[config.mk]
export PLATFORM = sky130hd
export DESIGN_NAME = lcd_text_formatter_flat
export DESIGN_NICKNAME = d
export VERILOG_FILES = /design/src/rtl/lcd_text_formatter_if.sv /design/src/rtl/lcd_text_formatter.sv /design/src/flat_wrapper.sv
export SDC_FILE = /design/constraint.sdc
export NUM_CORES = 1
export LEC_CHECK = 0
export CORE_MARGIN = 2
export CORE_UTILIZATION = 30
export DETAILED_ROUTE_END_ITERATION = 10
export GPL_TIMING_DRIVEN = 0
export PLACE_DENSITY = 0.47
export SETUP_SLACK_MARGIN = 0.1
export SLEW_MARGIN = 20
export SYNTH_ARGS = -nofsm -noshare
export SYNTH_HDL_FRONTEND = slang
export SYNTH_SLANG_ARGS = --single-unit
export TNS_END_PERCENT = 100
[constraint.sdc]
create_clock -name CLOCK_50 -period 5.4 [get_ports CLOCK_50]
set_input_delay 1.62 -clock CLOCK_50 [delete_from_list [all_inputs] [get_ports CLOCK_50]]
set_output_delay 1.62 -clock CLOCK_50 [all_outputs]
set_load 0.05 [all_outputs]
[src/rtl/lcd_text_formatter_if.sv]
// Character stream from the text formatter to the LCD display driver.
// Master presents one character plus its panel position; slave accepts with char_ready.
interface lcd_text_formatter_if;
   logic [7:0] char_data;
   logic [4:0] char_addr;
   logic       char_valid;
   logic       char_ready;
   logic       frame_done;

   modport master (
      output char_data, char_addr, char_valid, frame_done,
      input  char_ready
   );

   modport slave (
      input  char_data, char_addr, char_valid, frame_done,
      output char_ready
   );
endinterface

[src/rtl/lcd_text_formatter.sv]
// Snapshots the processor debug words and streams them as a 32-char hex ASCII
// frame ("PC:xxxxxxxx E:xx" / "PG:xxxxxxxx     ") to the 16x2 LCD driver.
module lcd_text_formatter #(
   parameter int REFRESH_CYCLES = 2500000
) (
   input  logic                        CLOCK_50,
   input  logic                        reset,
   input  logic [31:0]                 estado,
   input  logic [31:0]                 pcAtual,
   input  logic [31:0]                 progAtual,
   input  logic                        refresh_req,
   lcd_text_formatter_if.master        chr,
   output logic                        busy
);
   localparam int               CNT_W    = $clog2(REFRESH_CYCLES);
   localparam logic [CNT_W-1:0] CNT_LAST = CNT_W'(REFRESH_CYCLES - 1);

   typedef enum logic [1:0] {IDLE, CAPTURE, SEND} state_t;

   state_t           state_q;
   logic [CNT_W-1:0] cnt_q, cnt_d;
   logic             pending_q, pending_d;
   logic             cnt_tc;
   logic [7:0]       est_q;
   logic [31:0]      pc_q, pg_q;
   logic [7:0]       data_q;
   logic [4:0]       addr_q;
   logic             valid_q, done_q, busy_q;
   logic [4:0]       addr_nx;
   logic [7:0]       char_nx;
   logic [7:0]       frame_w [32];
   logic             estado_unused;

   assign estado_unused = ^estado[31:8];

   function automatic logic [7:0] hex_ascii(input logic [3:0] n);
      return (n < 4'd10) ? (8'h30 + {4'h0, n}) : (8'h37 + {4'h0, n});
   endfunction

   // Character at a panel position for a given set of debug words.
   function automatic logic [7:0] char_at(input logic [4:0]  addr,
                                          input logic [7:0]  e,
                                          input logic [31:0] pc,
                                          input logic [31:0] pg);
      logic [31:0] word;
      logic [3:0]  col;
      logic [7:0]  c;
      word = addr[4] ? pg : pc;
      col  = addr[3:0];
      c    = 8'h20;
      case (col)
         4'd0:    c = 8'h50;
         4'd1:    c = addr[4] ? 8'h47 : 8'h43;
         4'd2:    c = 8'h3A;
         4'd12:   if (!addr[4]) c = 8'h45;
         4'd13:   if (!addr[4]) c = 8'h3A;
         4'd14:   if (!addr[4]) c = hex_ascii(e[7:4]);
         4'd15:   if (!addr[4]) c = hex_ascii(e[3:0]);
         default: ;
      endcase
      for (int i = 0; i < 8; i++) begin
         if (col == 4'(i + 3)) c = hex_ascii(word[31 - 4*i -: 4]);
      end
      return c;
   endfunction

   generate
      for (genvar gi = 0; gi < 32; gi++) begin : g_frame
         assign frame_w[gi] = char_at(5'(gi), est_q, pc_q, pg_q);
      end
   endgenerate

   // A request or tick always beats the IDLE clear so no refresh is ever lost.
   always_comb begin
      cnt_tc    = (cnt_q == CNT_LAST);
      cnt_d     = cnt_tc ? '0 : cnt_q + 1'b1;
      pending_d = pending_q;
      if (state_q == IDLE) pending_d = 1'b0;
      if (cnt_tc || refresh_req) pending_d = 1'b1;
      addr_nx   = addr_q + 5'd1;
      char_nx   = frame_w[addr_nx];
   end

   always_ff @(posedge CLOCK_50) begin
      if (reset) begin
         state_q   <= IDLE;
         cnt_q     <= '0;
         pending_q <= 1'b1;
         est_q     <= '0;
         pc_q      <= '0;
         pg_q      <= '0;
         data_q    <= '0;
         addr_q    <= '0;
         valid_q   <= 1'b0;
         done_q    <= 1'b0;
         busy_q    <= 1'b0;
      end else begin
         cnt_q     <= cnt_d;
         pending_q <= pending_d;
         done_q    <= 1'b0;
         case (state_q)
            IDLE: begin
               if (pending_q) begin
                  state_q <= CAPTURE;
                  busy_q  <= 1'b1;
               end
            end
            CAPTURE: begin
               est_q   <= estado[7:0];
               pc_q    <= pcAtual;
               pg_q    <= progAtual;
               addr_q  <= 5'd0;
               data_q  <= char_at(5'd0, estado[7:0], pcAtual, progAtual);
               valid_q <= 1'b1;
               state_q <= SEND;
            end
            SEND: begin
               if (valid_q && chr.char_ready) begin
                  if (addr_q == 5'd31) begin
                     valid_q <= 1'b0;
                     done_q  <= 1'b1;
                     busy_q  <= 1'b0;
                     addr_q  <= 5'd0;
                     data_q  <= 8'h00;
                     state_q <= IDLE;
                  end else begin
                     addr_q <= addr_nx;
                     data_q <= char_nx;
                  end
               end
            end
            default: state_q <= IDLE;
         endcase
      end
   end

   assign chr.char_data  = data_q;
   assign chr.char_addr  = addr_q;
   assign chr.char_valid = valid_q;
   assign chr.frame_done = done_q;
   assign busy           = busy_q;
endmodule

[src/flat_wrapper.sv]
// flat-port wrapper written by rule: the top's interface ports become plain ports
module lcd_text_formatter_flat 
#(
   parameter int REFRESH_CYCLES = 2500000
)
  (CLOCK_50, reset, estado, pcAtual, progAtual, refresh_req, busy, chr_char_data, chr_char_addr, chr_char_valid, chr_frame_done, chr_char_ready);
  lcd_text_formatter_if chr_i ();
  input  logic CLOCK_50;
  input  logic reset;
  input  logic [31:0] estado;
  input  logic [31:0] pcAtual;
  input  logic [31:0] progAtual;
  input  logic refresh_req;
  output logic busy;
  output wire logic [$bits(chr_i.char_data)-1:0] chr_char_data;
  output wire logic [$bits(chr_i.char_addr)-1:0] chr_char_addr;
  output wire logic [$bits(chr_i.char_valid)-1:0] chr_char_valid;
  output wire logic [$bits(chr_i.frame_done)-1:0] chr_frame_done;
  input wire logic [$bits(chr_i.char_ready)-1:0] chr_char_ready;
  assign chr_char_data = chr_i.char_data;
  assign chr_char_addr = chr_i.char_addr;
  assign chr_char_valid = chr_i.char_valid;
  assign chr_frame_done = chr_i.frame_done;
  assign chr_i.char_ready = chr_char_ready;
  lcd_text_formatter #(.REFRESH_CYCLES(REFRESH_CYCLES)) u_core (.CLOCK_50(CLOCK_50), .reset(reset), .estado(estado), .pcAtual(pcAtual), .progAtual(progAtual), .refresh_req(refresh_req), .chr(chr_i), .busy(busy));
endmodule
==> flow_summary.yaml, run 1 <==
timing:
  rsz0062_at_grt: "no"
  slew_headroom_pct: 31.7
  period_share_pct: 62.4
  tightest_slew_ps: 1020
  final_hold_viol_count: 0
  tns_ps: 0
  layout_setup_ws_ps: 2030
  max_freq_mhz: 297
  setup_viol: 0
  period_minus_slack_ps: 3370
  finalMaxSlewViolations: 0
  skew_ps: 11.4
routing:
  via_count: 6842
  via_per_inst: 5.25
  wl_per_cell_um: 17.7
  route.detailed.drc: 0
  drt_iter0_drc: 508
  drt-total-wl_mm: 23.1
  ant_nets: 0
  first_pass_iters: 7
synth:
  avgSynthCellArea_sq_um: 7.38
  synth_edf_count: 0
  synth_seq_area_share_pct: 33.1
  ys_seq_elements: 112
  netlist_area_sq_mm: 0.00677
  postSynthCellCount: 918
  synth_top_flop_cell: "dfxtp_1"
  synth.distinct_cells: 69
  yosysWarningCount: 0
  ys_async_sr_fraction_pct: 0
  syn_nets: 1039
floorplanning:
  row_count: 54
  initial_utilization_pct: 30.8
  fp.dieH_um: 154
  core_sq_mm: 0.0220
  io_pins: 116
  die_w_um: 154
  design.die.area_sq_mm: 0.0238
cts:
  cts_made_buffers: 9
  clock_path_buffers: 2
  clk_latency_ps: 370
  cts_root_buffer: "clkbuf_16"
  cts_hold_buf: 0
  clk_pin_slew_ps: 80
  ctsHtreeMaxLevel: 3
  post-cts-setup-buffers: 0
  post_cts_resized: 0
  tritoncts: "done"
  cts.sinks: 112
critical_path:
  cp.arrival_ps: 3690
  required_ps: 5720
  critPathBufInv: 1
  path_max_fanout: 6
  r2r_setup_slack_ps: 2500
  worstSetupPathType: "input pin to flip-flop"
  worstSetupEndpointType: "flip-flop"
  rr_worst_depth: 9
  reg2reg_from: "u_core.chr.char_addr[0]"
  crit_chain: "clkdlybuf4s50_1 > nand2_1 > nor2_1 > nor3_1 > a21oi_1 > a211oi_1 > o22a_1"
  critical_path.max_stage_delay_ps: 690
  crit_path_start_kind: "input pin"
  crit_family: "simple AND/OR/NAND/NOR gates"
  slowest_stage: "nor3_1"
  rr_endpoint: "u_core.chr.char_data[1]"
cells_and_area:
  layout_common_cells: "nand2_1 (200), a21oi_1 (136), dfxtp_1 (112)"
  final_layout_size_suffix_gt1_share_pct: 4.89
  finish.utilization_pct: 38.0
  area_growth_pct: 23.1
  num_antenna_cells: 0
  layout.nets: 1139
  design_area_sq_mm: 0.00834
  layout_commonest_cell: "nand2_1"
  fill_cells: 2351
global_routing:
  overflow: 0
  grt_pass1_vias: 6613
  grt_util_all_layers_pct: 19.6
  antenna_found_initial: 0
  grt_pass1_wl_mm: 36.6
  grt_max_degree: 22
run:
  drv_cap: 0
outcome:
  outcome: "completed"
hold_path:
  min_from: "u_core.cnt_q[0]"
  hold_path_end: "u_core.cnt_q[0]"
  hold_path.class: "flip-flop to flip-flop"
  holdPathStages: 1
placement:
  place_area_sq_mm: 0.00802
  preCtsSetupSlack_ps: 1780
  port_buffers: 89
  gp_congestion: 0.940
  post-dp-hpwl_mm: 17.4
power_and_ir_drop:
  p_per_area_mw_per_mm2: 252
  ir_drop_mv: 0.123
  p_leak_nw: 2.82
  power_mw: 2.10
## metrics by stage
stage               hold slack (ps)  cells
floorplan                       413    918
global placement                430   1287
detailed placement              433   1287
CTS                             451   1303
global route                    472   1303
finish                          447   1303
## metal layers
metal	up-vias	wire length [um]	GRT usage, %
met5	-	0	0
met4	0	408	5.56
met3	29	1390	3.75
met2	188	10400	31.8
met1	3189	10900	26.6
li1	3436	-	-
## registers in the layout, indices dropped and copies added (netlist names)
name                   flops
u_core.pg_q               32
u_core.cnt_q              22
u_core.chr.frame_done      1
u_core.busy                1
u_core.pc_q               32
u_core.chr.char_data       7
u_core.pending_q           1
u_core.state_q             2
u_core.est_q               8
u_core.chr.char_valid      1
u_core.chr.char_addr       5
## where the power goes
| part | switching [mW] | internal [mW] | leakage [nW] | total [mW] |
|---|---|---|---|---|
| Combinational | 0.243 | 0.175 | 1.76 | 0.418 |
| Sequential | 0.0751 | 0.882 | 0.912 | 0.957 |
| Clock | 0.353 | 0.374 | 0.156 | 0.727 |
| Total | 0.670 | 1.43 | 2.82 | 2.10 |
## cell usage after synthesis (3+ instances only)
cell type / number / area (sq um)
a2111oi_0: 5 / 43.8
a211oi_1: 18 / 135
a21oi_1: 136 / 681
a22oi_1: 6 / 45.0
a311oi_1: 4 / 35.0
a31oi_1: 9 / 56.3
a32oi_1: 3 / 26.3
a41o_1: 3 / 30.0
and3_1: 6 / 37.5
and4b_1: 16 / 160
buf_1: 6 / 22.5
buf_2: 12 / 60.1
buf_4: 7 / 52.6
clkbuf_1: 35 / 131
dfxtp_1: 112 / 2240
ha_1: 21 / 263
inv_1: 39 / 146
mux4_2: 3 / 67.6
nand2_1: 200 / 751
nand2b_1: 6 / 37.5
nand3_1: 21 / 105
nand3b_1: 4 / 30.0
nand4_1: 7 / 43.8
nor2_1: 58 / 218
nor2b_1: 9 / 56.3
nor3_1: 11 / 55.1
nor4b_1: 6 / 52.6
o2111ai_1: 3 / 26.3
o211ai_1: 13 / 97.6
o21a_1: 3 / 22.5
o21ai_0: 38 / 190
o21bai_1: 3 / 22.5
o22ai_1: 3 / 18.8
o31ai_1: 3 / 22.5
or3_1: 3 / 18.8
xnor2_1: 27 / 236
xor2_1: 15 / 131
## worst reg2reg max path, stage by stage (launching register included)
cell and delay, ps:
dfxtp_1 390, ha_1 230, buf_4 170, xnor2_1 710, buf_4 330, buf_4 220
o21ai_0 120, o221ai_1 310, o211ai_1 170, a31oi_1 190
## worst max-delay path by stage
| stage | end | slack, ps | from | cells after the start |
|---|---|---|---|---|
| 2_1_floorplan | u_core.chr.char_data[5] | 2460 | reset | 5 |
| 3_3_place_gp | u_core.chr.char_data[2] | 1570 | chr_char_ready | 6 |
| 3_5_place_dp | u_core.chr.char_data[0] | 1780 | chr_char_ready | 7 |
| 4_1_cts | chr_char_addr[1] | 2070 | u_core.chr.char_addr[1] | 1 |
| 5_1_grt | u_core.chr.char_data[0] | 1910 | chr_char_ready | 7 |
| 6_report | u_core.chr.char_data[0] | 2030 | chr_char_ready | 7 |
## logic make-up (layout without fill, tap and decap cells)
group / Yosys count / after routing / synth area share [%]
other cells: 1 / 1 / 0.0554
xor+xnor: 43 / 43 / 5.84
simple gates: 360 / 360 / 24.6
flops: 112 / 112 / 33.1
fa+ha+maj: 21 / 21 / 3.88
mux: 5 / 5 / 1.29
buf+inv: 100 / 205 / 6.26
compound gates: 276 / 276 / 25.0
## cell type report
type | instances | area (sq um) | area share [%]
tap | 280 | 350 | 4.20
inverter | 39 | 146 | 1.76
multi-input combinational | 706 | 4110 | 49.3
clock inverter | 7 | 92.6 | 1.11
buffer | 61 | 278 | 3.33
clock buffer | 9 | 225 | 2.70
timing repair buffer | 89 | 891 | 10.7
sequential | 112 | 2240 | 26.9
Power figures use the tool's default switching activity.
==> inputs of run 2 (changes only) <==
- clock period: 5.4 -> 3.4 ns (I/O delays scaled with it)
==> results of run 2 <==
The final DEF is identical to that of run 1. Status: completed.
Main changes from that run: setup slack after placement 1780 ps -> 379 ps; setup slack after layout 2030 ps -> 503 ps; start point of the critical path chr_char_ready -> u_core.chr.char_addr[0]; end point of the critical path u_core.chr.char_data[0] -> u_core.chr.char_data[1]; register-to-register setup slack 2500 ps -> 500 ps; total power 2.10 mW -> 3.34 mW; worst IR drop on VDD 0.123 mV -> 0.195 mV
